### src/rtl/fetch_unit_pkg.sv
// Shared RV32I definitions for the fetch path: word sizes, PC step and the
// buffered fetch entry that pairs an instruction with its PC.
package rv32i_pkg;

    localparam int XLEN = 32;
    localparam int ILEN = 32;
    localparam logic [XLEN-1:0] PC_STEP = 32'd4;

    typedef struct packed {
        logic [XLEN-1:0] pc;
        logic [ILEN-1:0] inst;
    } fetch_entry_t;

    // Instruction fetches are always word aligned.
    function automatic logic [XLEN-1:0] align_word(input logic [XLEN-1:0] addr);
        return {addr[XLEN-1:2], 2'b00};
    endfunction

endpackage

### src/rtl/fetch_unit_if.sv
// Instruction-memory request/response channel plus the decode-side output
// channel of the fetch stage.
interface fetch_unit_if;
    import rv32i_pkg::*;

    logic            imem_req_valid;
    logic [XLEN-1:0] imem_req_addr;
    logic            imem_req_ready;
    logic            imem_rsp_valid;
    logic [ILEN-1:0] imem_rsp_data;
    logic            inst_valid;
    logic [ILEN-1:0] inst_data;
    logic [XLEN-1:0] inst_pc;
    logic            inst_ready;

    modport master (
        output imem_req_valid,
        output imem_req_addr,
        input  imem_req_ready,
        input  imem_rsp_valid,
        input  imem_rsp_data,
        output inst_valid,
        output inst_data,
        output inst_pc,
        input  inst_ready
    );

    modport slave (
        input  imem_req_valid,
        input  imem_req_addr,
        output imem_req_ready,
        output imem_rsp_valid,
        output imem_rsp_data,
        input  inst_valid,
        input  inst_data,
        input  inst_pc,
        output inst_ready
    );

endinterface

### src/rtl/fetch_unit_sync_fifo.sv
// Small synchronous FIFO with a synchronous clear; the head entry is read
// straight from the array so it is visible the cycle after it is written.
module sync_fifo #(
    parameter int WIDTH = 32,
    parameter int DEPTH = 4
) (
    input  logic                   clk,
    input  logic                   rst,
    input  logic                   clear,
    input  logic                   push,
    input  logic [WIDTH-1:0]       push_data,
    input  logic                   pop,
    output logic [WIDTH-1:0]       head_data,
    output logic [$clog2(DEPTH):0] count,
    output logic                   empty
);

    localparam int AW = $clog2(DEPTH);
    localparam int CW = AW + 1;
    localparam logic [CW-1:0] DEPTH_L = CW'(DEPTH);

    logic [WIDTH-1:0] mem_q [DEPTH];
    logic [AW-1:0]    wr_ptr_q, wr_ptr_d;
    logic [AW-1:0]    rd_ptr_q, rd_ptr_d;
    logic [CW-1:0]    count_q, count_d;
    logic             do_push, do_pop;

    assign do_push = push && (count_q != DEPTH_L);
    assign do_pop  = pop && (count_q != '0);

    always_comb begin
        wr_ptr_d = wr_ptr_q;
        rd_ptr_d = rd_ptr_q;
        count_d  = count_q;
        if (clear) begin
            wr_ptr_d = '0;
            rd_ptr_d = '0;
            count_d  = '0;
        end else begin
            if (do_push) wr_ptr_d = wr_ptr_q + AW'(1);
            if (do_pop)  rd_ptr_d = rd_ptr_q + AW'(1);
            case ({do_push, do_pop})
                2'b10:   count_d = count_q + CW'(1);
                2'b01:   count_d = count_q - CW'(1);
                default: count_d = count_q;
            endcase
        end
    end

    always_ff @(posedge clk) begin
        if (rst) begin
            wr_ptr_q <= '0;
            rd_ptr_q <= '0;
            count_q  <= '0;
        end else begin
            wr_ptr_q <= wr_ptr_d;
            rd_ptr_q <= rd_ptr_d;
            count_q  <= count_d;
        end
    end

    // Storage carries no reset; validity is tracked by the pointers alone.
    always_ff @(posedge clk) begin
        if (do_push && !clear) begin
            mem_q[wr_ptr_q] <= push_data;
        end
    end

    assign head_data = mem_q[rd_ptr_q];
    assign count     = count_q;
    assign empty     = (count_q == '0);

endmodule

### src/rtl/fetch_unit.sv
// RV32I instruction fetch stage: issues word fetches from the current PC,
// pairs in-order responses with their PC and buffers them for decode.
module fetch_unit
    import rv32i_pkg::*;
#(
    parameter int DEPTH = 4
) (
    input  logic            clk,
    input  logic            rst,
    input  logic [XLEN-1:0] pc,
    output logic [XLEN-1:0] pc_next,
    input  logic            redirect_valid,
    input  logic [XLEN-1:0] redirect_pc,
    fetch_unit_if.master    bus
);

    localparam int CW = $clog2(DEPTH) + 1;
    localparam logic [CW:0] DEPTH_L = (CW + 1)'(DEPTH);

    logic [CW-1:0]   outstanding_q, outstanding_d;
    logic [CW-1:0]   discard_q, discard_d;
    logic [CW-1:0]   inst_count;
    logic [CW-1:0]   pcq_count;
    logic            pcq_empty;
    logic            inst_empty;
    logic [XLEN-1:0] head_pc;
    fetch_entry_t    push_entry;
    fetch_entry_t    head_entry;
    logic            credit;
    logic            req_valid;
    logic            fire;
    logic            rsp_accept;
    logic            rsp_keep;
    logic            inst_pop;
    logic            unused_pcq;

    // Buffered plus in-flight fetches may never exceed the buffer depth,
    // which is what makes instruction-FIFO overflow impossible.
    assign credit     = ({1'b0, outstanding_q} + {1'b0, inst_count}) < DEPTH_L;
    assign req_valid  = credit && !redirect_valid && !rst;
    assign fire       = req_valid && bus.imem_req_ready;
    assign rsp_accept = bus.imem_rsp_valid && (outstanding_q != '0);
    assign rsp_keep   = rsp_accept && (discard_q == '0) && !redirect_valid;
    assign inst_pop   = bus.inst_valid && bus.inst_ready;

    assign bus.imem_req_valid = req_valid;
    assign bus.imem_req_addr  = pc;

    sync_fifo #(
        .WIDTH (XLEN),
        .DEPTH (DEPTH)
    ) u_pc_queue (
        .clk       (clk),
        .rst       (rst),
        .clear     (1'b0),
        .push      (fire),
        .push_data (pc),
        .pop       (rsp_accept),
        .head_data (head_pc),
        .count     (pcq_count),
        .empty     (pcq_empty)
    );

    // The PC queue occupancy mirrors outstanding_q by construction.
    assign unused_pcq = ^{pcq_count, pcq_empty};

    assign push_entry.pc   = head_pc;
    assign push_entry.inst = bus.imem_rsp_data;

    sync_fifo #(
        .WIDTH ($bits(fetch_entry_t)),
        .DEPTH (DEPTH)
    ) u_inst_fifo (
        .clk       (clk),
        .rst       (rst),
        .clear     (redirect_valid),
        .push      (rsp_keep),
        .push_data (push_entry),
        .pop       (inst_pop),
        .head_data (head_entry),
        .count     (inst_count),
        .empty     (inst_empty)
    );

    assign bus.inst_valid = !inst_empty && !redirect_valid && !rst;
    assign bus.inst_data  = head_entry.inst;
    assign bus.inst_pc    = head_entry.pc;

    always_comb begin
        outstanding_d = outstanding_q;
        if (fire && !rsp_accept) begin
            outstanding_d = outstanding_q + CW'(1);
        end else if (!fire && rsp_accept) begin
            outstanding_d = outstanding_q - CW'(1);
        end
    end

    // A redirect turns every request still in flight into a drop, except a
    // response landing in the redirect cycle itself, which is dropped now.
    always_comb begin
        discard_d = discard_q;
        if (redirect_valid) begin
            discard_d = outstanding_q - CW'(rsp_accept);
        end else if (rsp_accept && (discard_q != '0)) begin
            discard_d = discard_q - CW'(1);
        end
    end

    always_ff @(posedge clk) begin
        if (rst) begin
            outstanding_q <= '0;
            discard_q     <= '0;
        end else begin
            outstanding_q <= outstanding_d;
            discard_q     <= discard_d;
        end
    end

    always_comb begin
        pc_next = pc;
        if (rst) begin
            pc_next = '0;
        end else if (redirect_valid) begin
            pc_next = align_word(redirect_pc);
        end else if (fire) begin
            pc_next = pc + PC_STEP;
        end
    end

endmodule

### src/flat_wrapper.sv
// flat-port wrapper written by rule: the top's interface ports become plain ports
module fetch_unit_flat import rv32i_pkg::*;
#(
    parameter int DEPTH = 4
)
  (clk, rst, pc, pc_next, redirect_valid, redirect_pc, bus_imem_req_valid, bus_imem_req_addr, bus_imem_req_ready, bus_imem_rsp_valid, bus_imem_rsp_data, bus_inst_valid, bus_inst_data, bus_inst_pc, bus_inst_ready);
  fetch_unit_if bus_i ();
  input  logic clk;
  input  logic rst;
  input  logic [XLEN-1:0] pc;
  output logic [XLEN-1:0] pc_next;
  input  logic redirect_valid;
  input  logic [XLEN-1:0] redirect_pc;
  output wire logic [$bits(bus_i.imem_req_valid)-1:0] bus_imem_req_valid;
  output wire logic [$bits(bus_i.imem_req_addr)-1:0] bus_imem_req_addr;
  input wire logic [$bits(bus_i.imem_req_ready)-1:0] bus_imem_req_ready;
  input wire logic [$bits(bus_i.imem_rsp_valid)-1:0] bus_imem_rsp_valid;
  input wire logic [$bits(bus_i.imem_rsp_data)-1:0] bus_imem_rsp_data;
  output wire logic [$bits(bus_i.inst_valid)-1:0] bus_inst_valid;
  output wire logic [$bits(bus_i.inst_data)-1:0] bus_inst_data;
  output wire logic [$bits(bus_i.inst_pc)-1:0] bus_inst_pc;
  input wire logic [$bits(bus_i.inst_ready)-1:0] bus_inst_ready;
  assign bus_imem_req_valid = bus_i.imem_req_valid;
  assign bus_imem_req_addr = bus_i.imem_req_addr;
  assign bus_i.imem_req_ready = bus_imem_req_ready;
  assign bus_i.imem_rsp_valid = bus_imem_rsp_valid;
  assign bus_i.imem_rsp_data = bus_imem_rsp_data;
  assign bus_inst_valid = bus_i.inst_valid;
  assign bus_inst_data = bus_i.inst_data;
  assign bus_inst_pc = bus_i.inst_pc;
  assign bus_i.inst_ready = bus_inst_ready;
  fetch_unit #(.DEPTH(DEPTH)) u_core (.clk(clk), .rst(rst), .pc(pc), .pc_next(pc_next), .redirect_valid(redirect_valid), .redirect_pc(redirect_pc), .bus(bus_i));
endmodule
### config.mk
export PLATFORM = sky130hd
export DESIGN_NAME = fetch_unit_flat
export DESIGN_NICKNAME = d
export VERILOG_FILES = /design/src/rtl/fetch_unit_pkg.sv /design/src/rtl/fetch_unit_if.sv /design/src/rtl/fetch_unit_sync_fifo.sv /design/src/rtl/fetch_unit.sv /design/src/flat_wrapper.sv
export SDC_FILE = /design/constraint.sdc
export NUM_CORES = 1
export LEC_CHECK = 0
export CAP_MARGIN = 5
export CORE_UTILIZATION = 45
export DETAILED_ROUTE_END_ITERATION = 8
export GPL_TIMING_DRIVEN = 1
export PLACE_DENSITY = 0.72
export SLEW_MARGIN = 10
export SYNTH_ARGS = -nofsm -noshare
export SYNTH_HDL_FRONTEND = slang
export SYNTH_SLANG_ARGS = --single-unit
### constraint.sdc
create_clock -name clk -period 5.07 [get_ports clk]
set_input_delay 1.521 -clock clk [delete_from_list [all_inputs] [get_ports clk]]
set_output_delay 1.521 -clock clk [all_outputs]
set_load 0.005 [all_outputs]
==> impl_metrics.json <==
{
  "dp.cells": 1590,
  "synth_top_area_share_pct": 70.0,
  "routedWlPerCell_um": 22.2,
  "die_x_um": 193,
  "grt_max_degree": 65,
  "path_clk_slew_ns": 0.06,
  "crit_fanout": 5,
  "power.total_mw": 7.79,
  "worst_ep_arrival_time_ns": 3.53,
  "antenna_found_initial": 1,
  "first_global_vias": 9604,
  "synth_cell_types": 50,
  "synth.avg_cell_area_um2": 18.9,
  "status": "finished, violations left",
  "ys_async_sr_fraction_pct": 0,
  "tightest_slew_ns": 1.03,
  "die_y_um": 193,
  "numClockSinks": 408,
  "initial_utilization_pct": 46.0,
  "cellPowerDensity_mw_per_mm2": 364,
  "num_rows": 69,
  "port_buffers": 229,
  "drt-initial-drc-count": 621,
  "layout.nets": 1311,
  "clock_latency_ns": 0.53,
  "grt-ovfl-total": 0,
  "p_seq_share_pct": 50.1,
  "multi_input_area_mm2": 0.00418,
  "drtPass1Iterations": 6,
  "leakage_nw": 7.07,
  "cts_tree": "built",
  "synth_warnings": 0,
  "synth_cells": 870,
  "relSlewSlack_pct": 31.5,
  "swShare_pct": 22.0,
  "end_kind": "output pin",
  "final-max-slew-violation-count": 0,
  "maxCapViolations": 0,
  "core_area_mm2": 0.0358,
  "syn_to_final_growth_pct": 29.7,
  "dp_hpwl_um": 24000,
  "synth_edf_count": 384,
  "dpl-instance-area_mm2": 0.0198,
  "seqCellArea_mm2": 0.0120,
  "p_comb_share_pct": 11.8,
  "syn_area_mm2": 0.0165,
  "synth_fp_nets": 993,
  "fin_cells": 1677,
  "ys_ff_latch": 408,
  "hold_viol": 0,
  "final_layout_size_suffix_gt1_share_pct": 28.2,
  "num_vias": 9161,
  "p_switching_mw": 1.71,
  "grt_usage_pct": 20.0,
  "fin_crit_ns": 5.05,
  "fill_cells": 2606,
  "gp_congestion": 0.848,
  "die_area_mm2": 0.0374,
  "ff2ff_setup_slack_ns": 1.71,
  "yosys_most_used_dff": "edfxtp_1",
  "via_per_inst": 5.46,
  "holdCritPathClass": "reg2reg",
  "rsz0062_at_grt": "yes",
  "drt-total-wl_um": 37300,
  "drc_errors": 24,
  "setup_violations": 0,
  "max-vdd-ir-drop_v": 0.000202,
  "finClkSkew_ns": 0.0183,
  "yosys.area.top_type": "edfxtp_1",
  "grt_pass1_wl_um": 56700,
  "max_freq_ghz": 0.198,
  "ant_nets": 0,
  "post-place-ws_ns": -1.08,
  "synth_area_leaders": "edfxtp_1 70%, mux4_2 13%, dfxtp_1 2.9%",
  "yosysSeqAreaShare_pct": 72.9,
  "worst_slack_ns": 0.0153,
  "ios": 232,
  "power.share.clock_pct": 38.1,
  "worst-setup-path-type": "in2out",
  "cts_max_path_buffers": 3,
  "cts_buffers": 41,
  "period_share_pct": 99.7,
  "internal_power_mw": 6.08,
  "cts_hold_buf": 0,
  "cts_root_buf": "clkbuf_16",
  "required_ns": 3.55,
  "startpoint_type": "input port",
  "stdcell_area_mm2": 0.0214,
  "violations": "DRC",
  "h-tree-depth": 2
}
## cell families (layout without fill, tap and decap cells)
family	Yosys count	in the layout	share of synthesized area [%]
AOI/OAI and AO/OA	61	61	2.73
xor gates and xnor gates	29	29	1.54
adders and majority gates	21	21	1.73
buffers and inverters	96	441	2.97
DFF	408	408	72.9
muxes	102	102	13.5
other	0	1	0
and+or+nand+nor	153	153	4.68
## power by group through the flow
stage	Combinational [mW]	Sequential (mW)	Clock (mW)
final	0.920	3.90	2.97
after global routing	0.998	3.91	3.15
after CTS	0.925	3.90	3.04
after detailed placement	0.921	3.97	0
after global placement	0.903	3.96	0
after floorplan	0.445	3.96	0
## metrics by stage
| stage | setup TNS, ns | util (%) | hold WS (ns) |
|---|---|---|---|
| after floorplan | 0 | - | 0.472 |
| after global placement | -18.60 | 55.3 | 0.492 |
| after detailed placement | -17.71 | 55.3 | 0.513 |
| after CTS | -0.00601 | 59.4 | 0.524 |
| after global routing | -0.0537 | 59.7 | 0.562 |
| final | 0 | 59.7 | 0.524 |
## sequential cells by signal (all words and copies together) (netlist names), named ones only
| signal | flops |
|---|---|
| u_core.discard_q | 3 |
| u_core.outstanding_q | 3 |
| u_core.u_inst_fifo.count | 3 |
| u_core.u_inst_fifo.mem_q | 256 |
| u_core.u_inst_fifo.rd_ptr_q | 2 |
| u_core.u_inst_fifo.wr_ptr_q | 2 |
| u_core.u_pc_queue.count | 3 |
| u_core.u_pc_queue.mem_q | 128 |
| u_core.u_pc_queue.rd_ptr_q | 2 |
| u_core.u_pc_queue.wr_ptr_q | 2 |
## cell type report
type,count,share of cell area [%]
Antenna cell,1,0.0117
Clock buffer,50,5.16
Clock inverter,20,1.01
Inverter,27,0.474
Multi-Input combinational cell,366,19.6
Sequential cell,408,56.2
Tap cell,461,2.70
Timing Repair Buffer,344,14.9
## repair_timing
| item | CTS | global route |
|---|---|---|
| setup buffers | 14 | 3 |
| pin swaps | 14 | 12 |
| gates resized for setup | 129 | 29 |
| endpoints found under the setup margin | 29 | 17 |
| gates cloned | 1 | 0 |
## Yosys cell counts, types with 4 or more instances
cell,number
o211ai_1,5
edfxtp_1,384
xor2_1,8
mux2i_1,5
o21ai_0,4
a311oi_1,4
and2_1,11
a211oi_1,12
buf_4,32
nand2_1,23
clkbuf_1,19
ha_1,18
dfxtp_1,24
mux4_2,96
buf_1,16
o311a_1,4
nor2_1,49
nor4_1,7
a21oi_1,14
xnor2_1,21
or3_1,6
nor3_1,17
inv_1,27
nand4_1,10
nand3_1,10
## worst paths after layout
path,from,end,cells past startpoint
max,pc[15],pc_next[25],8
max reg2reg,u_core.outstanding_q[2]$_SDFFE_PP0P_,u_core.u_pc_queue.mem_q[3][29]$_DFFE_PP_,7
min,u_core.u_pc_queue.count[1]$_SDFFE_PP0P_,u_core.u_pc_queue.count[1]$_SDFFE_PP0P_,2
min reg2reg,u_core.u_pc_queue.count[1]$_SDFFE_PP0P_,u_core.u_pc_queue.count[1]$_SDFFE_PP0P_,2
## layout by cell type (no fill, tap or decap), drive strengths merged, types with 5 or more instances in the layout
cell type	count
nor2	49
dfxtp	24
edfxtp	384
or3	6
a21oi	14
xor2	8
mux2i	5
inv	30
mux4	96
dlymetal6s2s	5
nand2	23
nand4	10
a211oi	12
ha	18
nand3	10
and2	11
clkinv	13
nor3	18
xnor2	21
clkbuf	53
o211ai	5
nor4	7
buf	134
or2	5
dlygate4sd2	12
clkdlybuf4s50	186
## critical path, cell delays in order
cell and delay [ns]:
clkdlybuf4s15_2 0.19, nand4_1 0.08, or4_4 0.57, or2_4 0.30, buf_6 0.13, o311a_1 0.33, a221o_1 0.28, buf_2 0.13
## layer usage
layer	part of all wire, %	GRT usage (%)	wire, um
met1	43	27.1	15900
met2	50	33.6	18500
met3	5.5	3.59	2060
met4	2.1	5.51	782
met5	0	0	0
(Power assumes the default switching activity.)
